<file path="src/rtl/alsu_cmd_feeder_pkg.sv">
// Shared ALSU definitions: opcode encoding, the packed command word,
// the idle (NOP) command and the legality check used by the issue stage.
package enums;

    typedef enum logic [2:0] {
        OR        = 3'd0,
        XOR       = 3'd1,
        ADD       = 3'd2,
        MULT      = 3'd3,
        SHIFT     = 3'd4,
        ROTATE    = 3'd5,
        INVALID_6 = 3'd6,
        INVALID_7 = 3'd7
    } opcode_e;

    // Field order matches the ALSU pin order driven by the feeder.
    typedef struct packed {
        logic [2:0] opcode;
        logic [2:0] A;
        logic [2:0] B;
        logic       cin;
        logic       serial_in;
        logic       red_op_A;
        logic       red_op_B;
        logic       bypass_A;
        logic       bypass_B;
        logic       direction;
    } alsu_cmd_t;

    // All-zero command: an OR of 0 and 0, harmless to the ALSU.
    localparam alsu_cmd_t ALSU_NOP = '0;

    // A command is illegal for an unused opcode, or when a reduction is
    // requested on an operation that has no reduction form.
    function automatic logic is_invalid(alsu_cmd_t c);
        logic badOpcode;
        logic badReduce;
        badOpcode = (c.opcode == INVALID_6) || (c.opcode == INVALID_7);
        badReduce = (c.red_op_A || c.red_op_B) &&
                    (c.opcode != OR) && (c.opcode != XOR);
        return badOpcode || badReduce;
    endfunction

endpackage

</file>
<file path="src/rtl/alsu_cmd_feeder_fifo.sv">
// Small synchronous FIFO holding {command, tag} entries for the feeder.
// Pointers carry one extra wrap bit so full and empty are distinguishable.
module alsu_cmd_fifo #(
    parameter int DEPTH = 4,
    parameter int WIDTH = 20
) (
    input  logic             clk,
    input  logic             reset,
    input  logic             push,
    input  logic             pop,
    input  logic [WIDTH-1:0] din,
    output logic [WIDTH-1:0] dout,
    output logic             full,
    output logic             empty
);

    localparam int AW = $clog2(DEPTH);

    logic [WIDTH-1:0] mem_q [DEPTH];
    logic [AW:0]      wrPtr_q, wrPtr_d;
    logic [AW:0]      rdPtr_q, rdPtr_d;
    logic             doPush;
    logic             doPop;

    assign full   = (wrPtr_q[AW] != rdPtr_q[AW]) &&
                    (wrPtr_q[AW-1:0] == rdPtr_q[AW-1:0]);
    assign empty  = (wrPtr_q == rdPtr_q);
    assign doPush = push && !full;
    assign doPop  = pop && !empty;
    assign dout   = mem_q[rdPtr_q[AW-1:0]];

    // Next pointer values advance only on accepted pushes and pops.
    always_comb begin
        wrPtr_d = wrPtr_q;
        rdPtr_d = rdPtr_q;
        if (doPush) wrPtr_d = wrPtr_q + (AW+1)'(1);
        if (doPop)  rdPtr_d = rdPtr_q + (AW+1)'(1);
    end

    // Pointer registers; reset empties the FIFO without touching storage.
    always_ff @(posedge clk or posedge reset) begin
        if (reset) begin
            wrPtr_q <= '0;
            rdPtr_q <= '0;
        end else begin
            wrPtr_q <= wrPtr_d;
            rdPtr_q <= rdPtr_d;
        end
    end

    // Entry storage, written at the tail on every accepted push.
    always_ff @(posedge clk) begin
        if (doPush) mem_q[wrPtr_q[AW-1:0]] <= din;
    end

endmodule

</file>
<file path="src/rtl/alsu_cmd_feeder.sv">
// Issue stage in front of the ALSU: buffers tagged commands, drives one
// command (or a NOP) onto the registered ALSU pins per cycle, and follows
// each issued command through the ALSU latency to return its result.
module alsu_cmd_feeder
    import enums::*;
#(
    parameter int DEPTH   = 4,
    parameter int LATENCY = 2,
    parameter int TAG_W   = 4
) (
    input  logic             clk,
    input  logic             reset,
    input  logic             cmd_valid,
    output logic             cmd_ready,
    input  alsu_cmd_t        cmd,
    input  logic [TAG_W-1:0] cmd_tag,
    input  logic             hold,
    output logic [2:0]       opcode,
    output logic [2:0]       A,
    output logic [2:0]       B,
    output logic             cin,
    output logic             serial_in,
    output logic             red_op_A,
    output logic             red_op_B,
    output logic             bypass_A,
    output logic             bypass_B,
    output logic             direction,
    input  logic [5:0]       alsu_out,
    output logic             res_valid,
    output logic [5:0]       res_out,
    output logic [TAG_W-1:0] res_tag,
    output logic             res_invalid,
    output logic [7:0]       err_cnt
);

    localparam int ENTRY_W = $bits(alsu_cmd_t) + TAG_W;

    typedef struct packed {
        logic             valid;
        logic [TAG_W-1:0] tag;
        logic             invalid;
    } track_t;

    logic               readyEn_q;
    logic               fifoFull;
    logic               fifoEmpty;
    logic [ENTRY_W-1:0] fifoDout;
    alsu_cmd_t          headCmd;
    logic [TAG_W-1:0]   headTag;
    logic               headInvalid;
    logic               doPush;
    logic               doIssue;

    alsu_cmd_t          pins_q, pins_d;
    track_t             track_q [LATENCY+1];
    track_t             stage0_d;
    track_t             res_q;
    logic [5:0]         resOut_q;
    logic [7:0]         errCnt_q, errCnt_d;

    // cmd_ready is held low until the first edge after reset releases.
    assign cmd_ready = readyEn_q && !fifoFull;
    assign doPush    = cmd_valid && cmd_ready;
    assign doIssue   = !fifoEmpty && !hold;

    alsu_cmd_fifo #(
        .DEPTH (DEPTH),
        .WIDTH (ENTRY_W)
    ) u_fifo (
        .clk   (clk),
        .reset (reset),
        .push  (doPush),
        .pop   (doIssue),
        .din   ({cmd, cmd_tag}),
        .dout  (fifoDout),
        .full  (fifoFull),
        .empty (fifoEmpty)
    );

    assign {headCmd, headTag} = fifoDout;
    assign headInvalid        = is_invalid(headCmd);

    // Select what the pins, the tracking pipe head and the error counter
    // take on this edge; an idle edge drives NOP and tracks nothing.
    always_comb begin
        pins_d   = ALSU_NOP;
        stage0_d = '0;
        errCnt_d = errCnt_q;
        if (doIssue) begin
            pins_d   = headCmd;
            stage0_d = '{valid: 1'b1, tag: headTag, invalid: headInvalid};
            if (headInvalid && (errCnt_q != 8'hFF)) errCnt_d = errCnt_q + 8'd1;
        end
    end

    // Ready enable, ALSU pin register and saturating error counter.
    always_ff @(posedge clk or posedge reset) begin
        if (reset) begin
            readyEn_q <= 1'b0;
            pins_q    <= ALSU_NOP;
            errCnt_q  <= '0;
        end else begin
            readyEn_q <= 1'b1;
            pins_q    <= pins_d;
            errCnt_q  <= errCnt_d;
        end
    end

    // Tracking pipe shifts every edge so results line up with alsu_out.
    always_ff @(posedge clk or posedge reset) begin
        if (reset) begin
            track_q <= '{default: '0};
        end else begin
            track_q[0] <= stage0_d;
            for (int i = 1; i <= LATENCY; i++) track_q[i] <= track_q[i-1];
        end
    end

    // Result registers pair the last pipe stage with the ALSU output.
    always_ff @(posedge clk or posedge reset) begin
        if (reset) begin
            res_q    <= '0;
            resOut_q <= '0;
        end else begin
            res_q    <= track_q[LATENCY];
            resOut_q <= alsu_out;
        end
    end

    assign {opcode, A, B, cin, serial_in, red_op_A, red_op_B,
            bypass_A, bypass_B, direction} = pins_q;

    assign res_valid   = res_q.valid;
    assign res_tag     = res_q.tag;
    assign res_invalid = res_q.invalid;
    assign res_out     = resOut_q;
    assign err_cnt     = errCnt_q;

endmodule

</file>
<file path="config.mk">
export PLATFORM = sky130hd
export DESIGN_NAME = alsu_cmd_feeder
export DESIGN_NICKNAME = d
export VERILOG_FILES = /design/src/rtl/alsu_cmd_feeder_pkg.sv /design/src/rtl/alsu_cmd_feeder_fifo.sv /design/src/rtl/alsu_cmd_feeder.sv
export SDC_FILE = /design/constraint.sdc
export NUM_CORES = 1
export LEC_CHECK = 0
export ABC_AREA = 0
export CORE_ASPECT_RATIO = 1.1
export CORE_MARGIN = 4
export CORE_UTILIZATION = 49
export DETAILED_ROUTE_END_ITERATION = 7
export GPL_TIMING_DRIVEN = 0
export PLACE_DENSITY = 0.75
export SLEW_MARGIN = 30
export SYNTH_ARGS = -nofsm -noshare
export SYNTH_HDL_FRONTEND = slang
export SYNTH_HIERARCHICAL = 1
export SYNTH_SLANG_ARGS = --single-unit
</file>
<file path="constraint.sdc">
create_clock -name clk -period 5.78 [get_ports clk]
set_clock_uncertainty 0.1 [all_clocks]
set_input_delay 1.445 -clock clk [delete_from_list [all_inputs] [get_ports clk]]
set_output_delay 1.445 -clock clk [all_outputs]
set_load 0.05 [all_outputs]
</file>
; Word-level counts from Yosys, hierarchy flattened
; Memories as Yosys holds them, arrays and structs flattened.
; Index checks and enable logic that the tools add are counted.
[op_classes]
div = 0
order_cmp = 0
n_addsub = 3
mux = 4
n_reduce_logical = 17
bitwise_logic = 0
shifts = 0
multipliers = 0
n_eq_ne = 7
[op_table]
columns = cell, count
row1 = $mux 16, 1
row2 = $logic_and 1x1->1, 9
row3 = $add 8x1->8 const B, 1
row4 = $ne 8x8->1 const B, 1
row5 = $add 3x1->3 const B, 2
row6 = $eq 3x3->1 const B, 2
row7 = $mux 6, 1
row8 = $eq 3x3->1, 1
row9 = $logic_not 1->1, 3
row10 = $logic_or 1x1->1, 3
row11 = $ne 3x1->1 const B, 1
row12 = $reduce_bool 3->1, 1
row13 = $eq 2x2->1, 1
row14 = $mux 1, 2
row15 = $reduce_and 2->1, 1
row16 = $ne 1x1->1, 1
[word_totals]
rom_bits = 0
reg_bits = 61
word_cells = 59
mem_count = 1
in_bits = 30
out_inout_bits = 37
latchBits = 0
mem_bits_rw = 80
[memory_table]
columns = name, words, word_bits, rd, rd_clocked_by_memory_dff, write_ports, line_no
row1 = u_fifo.mem_q, 4, 20, 1, 0, 1, alsu_cmd_feeder_fifo.sv:19  ; logic [WIDTH-1:0] mem_q [DEPTH];

; Longest topological paths before layout
[logic_depth]
depth_word = 8
ltp_mapped = 9
ltp_nobuf = 8

; By module
; Netlist, hierarchy kept.
[modules_own_cells]
columns = mod, seq_area_each_um2, instances, cells_per_inst, area_per_inst_um2
row1 = alsu_cmd_fifo, 2552.4, 1, 155, 3403.3
row2 = alsu_cmd_feeder, 1376.3, 1, 112, 1741.7

; Least setup slack after synthesis
; OpenSTA, ideal clock, no wires.
[synth_timing]
kind = flip-flop to flip-flop
start = register u_fifo.rdPtr_q[1]
end = memory u_fifo.mem_q[3][0] (enable)
n_path_buf = 1
path_slack_ns = 2.638
t_required_ns = 5.292
arrival_ns = 2.654
period_less_slack_ns = 3.142
setup_time_ns = 0.388
stages_incl_launch_ff = 9
path_cell_list = dfrtp_1 -> buf_2 -> xnor2_1 -> nand3_2 -> inv_1 -> nor2b_1 -> and2_1 -> nand2_1 -> a31oi_2
[synth_between]
elab_chain_cells = 8
[synth_rtl]
columns = element, line_no
row1 = "start, declared", alsu_cmd_feeder_fifo.sv:21  ; logic [AW:0] rdPtr_q, rdPtr_d;
row2 = "start signal, assigned", alsu_cmd_feeder_fifo.sv:47  ; rdPtr_q <= rdPtr_d;
row3 = $eq 2x2->1, alsu_cmd_feeder_fifo.sv:26  ; (wrPtr_q[AW-1:0] == rdPtr_q[AW-1:0]);
row4 = $logic_and 1x1->1, alsu_cmd_feeder_fifo.sv:25  ; assign full = (wrPtr_q[AW] != rdPtr_q[AW]) &&
row5 = via fifoFull, alsu_cmd_feeder.sv:45  ; logic fifoFull;
row6 = $logic_not 1->1, alsu_cmd_feeder.sv:62  ; assign cmd_ready = readyEn_q && !fifoFull;
row7 = $logic_and 1x1->1, alsu_cmd_feeder.sv:62
row8 = via cmd_ready, alsu_cmd_feeder.sv:14  ; output logic cmd_ready,
row9 = $logic_and 1x1->1, alsu_cmd_feeder.sv:63  ; assign doPush = cmd_valid && cmd_ready;
row10 = via doPush, alsu_cmd_feeder.sv:51  ; logic doPush;
row11 = $logic_and 1x1->1, alsu_cmd_feeder_fifo.sv:28  ; assign doPush = push && !full;
row12 = $mux 1, alsu_cmd_feeder_fifo.sv:53  ; if (doPush) mem_q[wrPtr_q[AW-1:0]] <= din;
row13 = $mux 1 (not written as such), alsu_cmd_feeder_fifo.sv:53
row14 = "end, declared", alsu_cmd_feeder_fifo.sv:19
; The timed path passes the listed nets, and every way through them passes these cells.

; Worst setup path in the final report
[layout_timing]
start = register u_fifo.rdPtr_q[1]
end = output port cmd_ready
[layout_between]
elab_chain_cells = 4
[layout_rtl]
columns = element, line_no
row1 = $eq 2x2->1, alsu_cmd_feeder_fifo.sv:26
row2 = $logic_and 1x1->1, alsu_cmd_feeder_fifo.sv:25
row3 = via fifoFull, alsu_cmd_feeder.sv:45
row4 = $logic_not 1->1, alsu_cmd_feeder.sv:62
row5 = $logic_and 1x1->1, alsu_cmd_feeder.sv:62
row6 = "end, declared", alsu_cmd_feeder.sv:14
; The timed path passes the listed nets, and every way through them passes these cells.

==> impl_metrics.tcl <==
set metrics [dict create \
    dr.pass1.iters 4 \
    grt_antenna_before_repair 0 \
    final_util 0.6569 \
    routed_wl_mm 8.958 \
    critical_path_class "reg -> out" \
    via_count 2632 \
    layout_min_cycle_time_ns 4.012 \
    min_path_cells 0 \
    synth_edf_count 80 \
    worstPathRequired_ns 4.24 \
    clock_sinks 141 \
    crit_path_cell_trace "buf_2 > xnor2_1 > nand3_2 > inv_1 > nor2b_1 > clkdlybuf4s50_1" \
    yosys-top-cells-area "edfxtp_1, dfrtp_1, mux4_2, and2_1, ha_1" \
    tns_ns 0 \
    initial_utilization 0.5104 \
    grt_use_total 0.1636 \
    area_growth_pct 28.70 \
    synth_area_mm2 0.005145 \
    synth_nets 303 \
    critical_path_depth 6 \
    fmax_mhz 249.3 \
    path_max_fanout 7 \
    clockBufferDepth 2 \
    die_w_um 105.7 \
    critPathMaxStageDelay_ns 0.70 \
    clk_latency_ns 0.53 \
    place_congestion 0.7979 \
    wl_per_cell_um 17.67 \
    drv_cap 0 \
    yosys-top-cells-count "edfxtp_1, dfrtp_1, and2_1, mux4_2" \
    rows 38 \
    grt_max_degree 46 \
    status "finished, final reports clean" \
    drive_gt1_frac 0.2125 \
    irDropWorstVdd_uv 339.5 \
    hp-start "track_q[5]$_DFF_PP0_" \
    cts_root_buffer "clkbuf_8" \
    nNetsFinal 390 \
    cts_setup_buffers 0 \
    ios 67 \
    cts_resized 0 \
    grt_pass1_vias 2806 \
    worstSetupStartpointType "register" \
    hold_violations 0 \
    ctsHoldBuffers 0 \
    slowest_stage "clkdlybuf4s50_1" \
    cts_buffers 17 \
    synth-seq-cells 141 \
    htreeDepth 4 \
    finalWorstSetupSlack_ns 1.768 \
    die-area_mm2 0.01221 \
    synthFlopType "edfxtp_1" \
    drc_errors 0 \
    cts_tree "built" \
    antenna_cells 0 \
    drt_iter0_markers 99 \
    post-synth-top-area-cell "edfxtp_1" \
    yosysSeqAreaShare 0.7636 \
    setup_viol 0 \
    rsz0062_at_grt "false" \
    leakage_uw 0.002535 \
    io_buffers 66 \
    crit_buf_inv 3 \
    antenna_left 0 \
    yosysUniqueCellTypes 42 \
    core_area_mm2 0.01008 \
    worst_ep_arrival_time_ns 2.47 \
    end_kind "primary output" \
    power_density_mw_per_mm2 571.0 \
    synthArstFlopShare 0.4326 \
    synthCells 267 \
    die_y_um 115.5 \
    reg2reg_depth 9 \
    relSlewSlack 0.6007 \
    post-place-ws_ns 2.313 \
    yosys_warnings 6 \
    synth.top_cell.area_share 0.4669 \
    crit_family "buffers and inverters" \
    avgViaCountPerCell 5.191 \
    hpwl_mm 5.519 \
    period_share 0.6941 \
    hold_class "reg -> reg" \
    worst_pin_slew_ns 0.5989 \
    gr-total-overflow 0 \
    clkTransAtPathRegs_ns 0.06 \
    reg2reg_slack_ns 3.23 \
    post-synth-top-count-cell "edfxtp_1" \
    grt_pass1_wl_mm 14.71 \
    hold_slack_ns 0.2477 \
    reg2reg_from "u_fifo/rdPtr_q[1]$_DFFE_PP0P_" \
    slew_viol_final 0 \
    avgSynthCellArea_um2 19.27 \
    critPathLaunch "u_fifo/rdPtr_q[1]$_DFFE_PP0P_" \
]
-- metal layers --
| metal | part of all wire | GRT usage | routed length, um |
|---|---|---|---|
| met5 | 0 | 0 | 0 |
| met4 | 0.019 | 0.06995 | 169 |
| met3 | 0.048 | 0.05460 | 429 |
| met2 | 0.51 | 0.2742 | 4560 |
| met1 | 0.42 | 0.1967 | 3799 |
-- power breakdown --
group,internal (uW),switching [uW]
Combinational,501,802
Clock,649,392
Sequential,1320,121
Total,2470,1320
-- flip-flops by register name, indices dropped and copies added, names as in the netlist, 3 cells and up --
signal          flops
res_out             6
u_fifo/wrPtr_q      3
B                   3
res_tag             4
A                   3
u_fifo/rdPtr_q      3
err_cnt             8
opcode              3
track_q            18
u_fifo/mem_q       80
-- final timing paths --
path | end
max in group asynchronous | res_out[5]$_DFF_PP0_
min in group asynchronous | B[1]$_DFF_PP0_
worst max register to register | u_fifo/mem_q[3][17]$_DFFE_PP_
worst max-delay path | cmd_ready
worst min register to register | res_valid$_DFF_PP0_
worst min-delay path | res_valid$_DFF_PP0_
-- logic make-up after synthesis --
family | Yosys count | share of synthesized area
compound gates | 21 | 0.03234
xor+xnor | 12 | 0.02480
fa+ha+maj | 6 | 0.01459
buf+inv | 15 | 0.01483
flops | 141 | 0.7636
mux | 22 | 0.09265
other cells | 1 | 0.0007289
simple gates | 49 | 0.05642
-- final cells by class --
cell class / count / area (um^2)
Tap cell: 140 / 175.2
Clock inverter: 6 / 40.04
Timing Repair Buffer: 68 / 695.7
Buffer: 8 / 48.80
Sequential cell: 141 / 3929
Inverter: 7 / 30.03
Multi-Input combinational cell: 111 / 1152
Clock buffer: 26 / 550.5
Fill cell: 701 / 3458
-- cells in the final DEF, fill, tap and decap left out, types with 2 or more instances in the layout --
| master | instances |
|---|---|
| clkbuf_8 | 7 |
| clkbuf_16 | 18 |
| clkbuf_1 | 3 |
| xnor2_1 | 4 |
| buf_4 | 2 |
| a21oi_1 | 6 |
| buf_2 | 3 |
| a211oi_2 | 2 |
| ha_1 | 6 |
| nor2_1 | 2 |
| nand2_1 | 5 |
| nor3_1 | 5 |
| mux4_2 | 20 |
| dfrtp_1 | 61 |
| inv_1 | 5 |
| xor2_1 | 5 |
| xor2_2 | 2 |
| edfxtp_1 | 80 |
| clkinv_2 | 2 |
| inv_4 | 4 |
| and2_1 | 20 |
| and3_2 | 3 |
| o31ai_1 | 3 |
| a31oi_1 | 2 |
| o31ai_2 | 2 |
| clkdlybuf4s50_1 | 66 |
| nand3_1 | 4 |
| and3_1 | 2 |
-- stage by stage --
| stage | cell area, um^2 | cells | total power, uW |
|---|---|---|---|
| finish | 6621 | 507 | 3781 |
| global route | 6621 | 507 | 3965 |
| CTS | 6621 | 507 | 3821 |
| detailed placement | 6031 | 475 | 2758 |
| global placement | 5981 | 473 | 2718 |
| floorplan | 5145 | 267 | 2351 |
(Power assumes the default switching activity.)
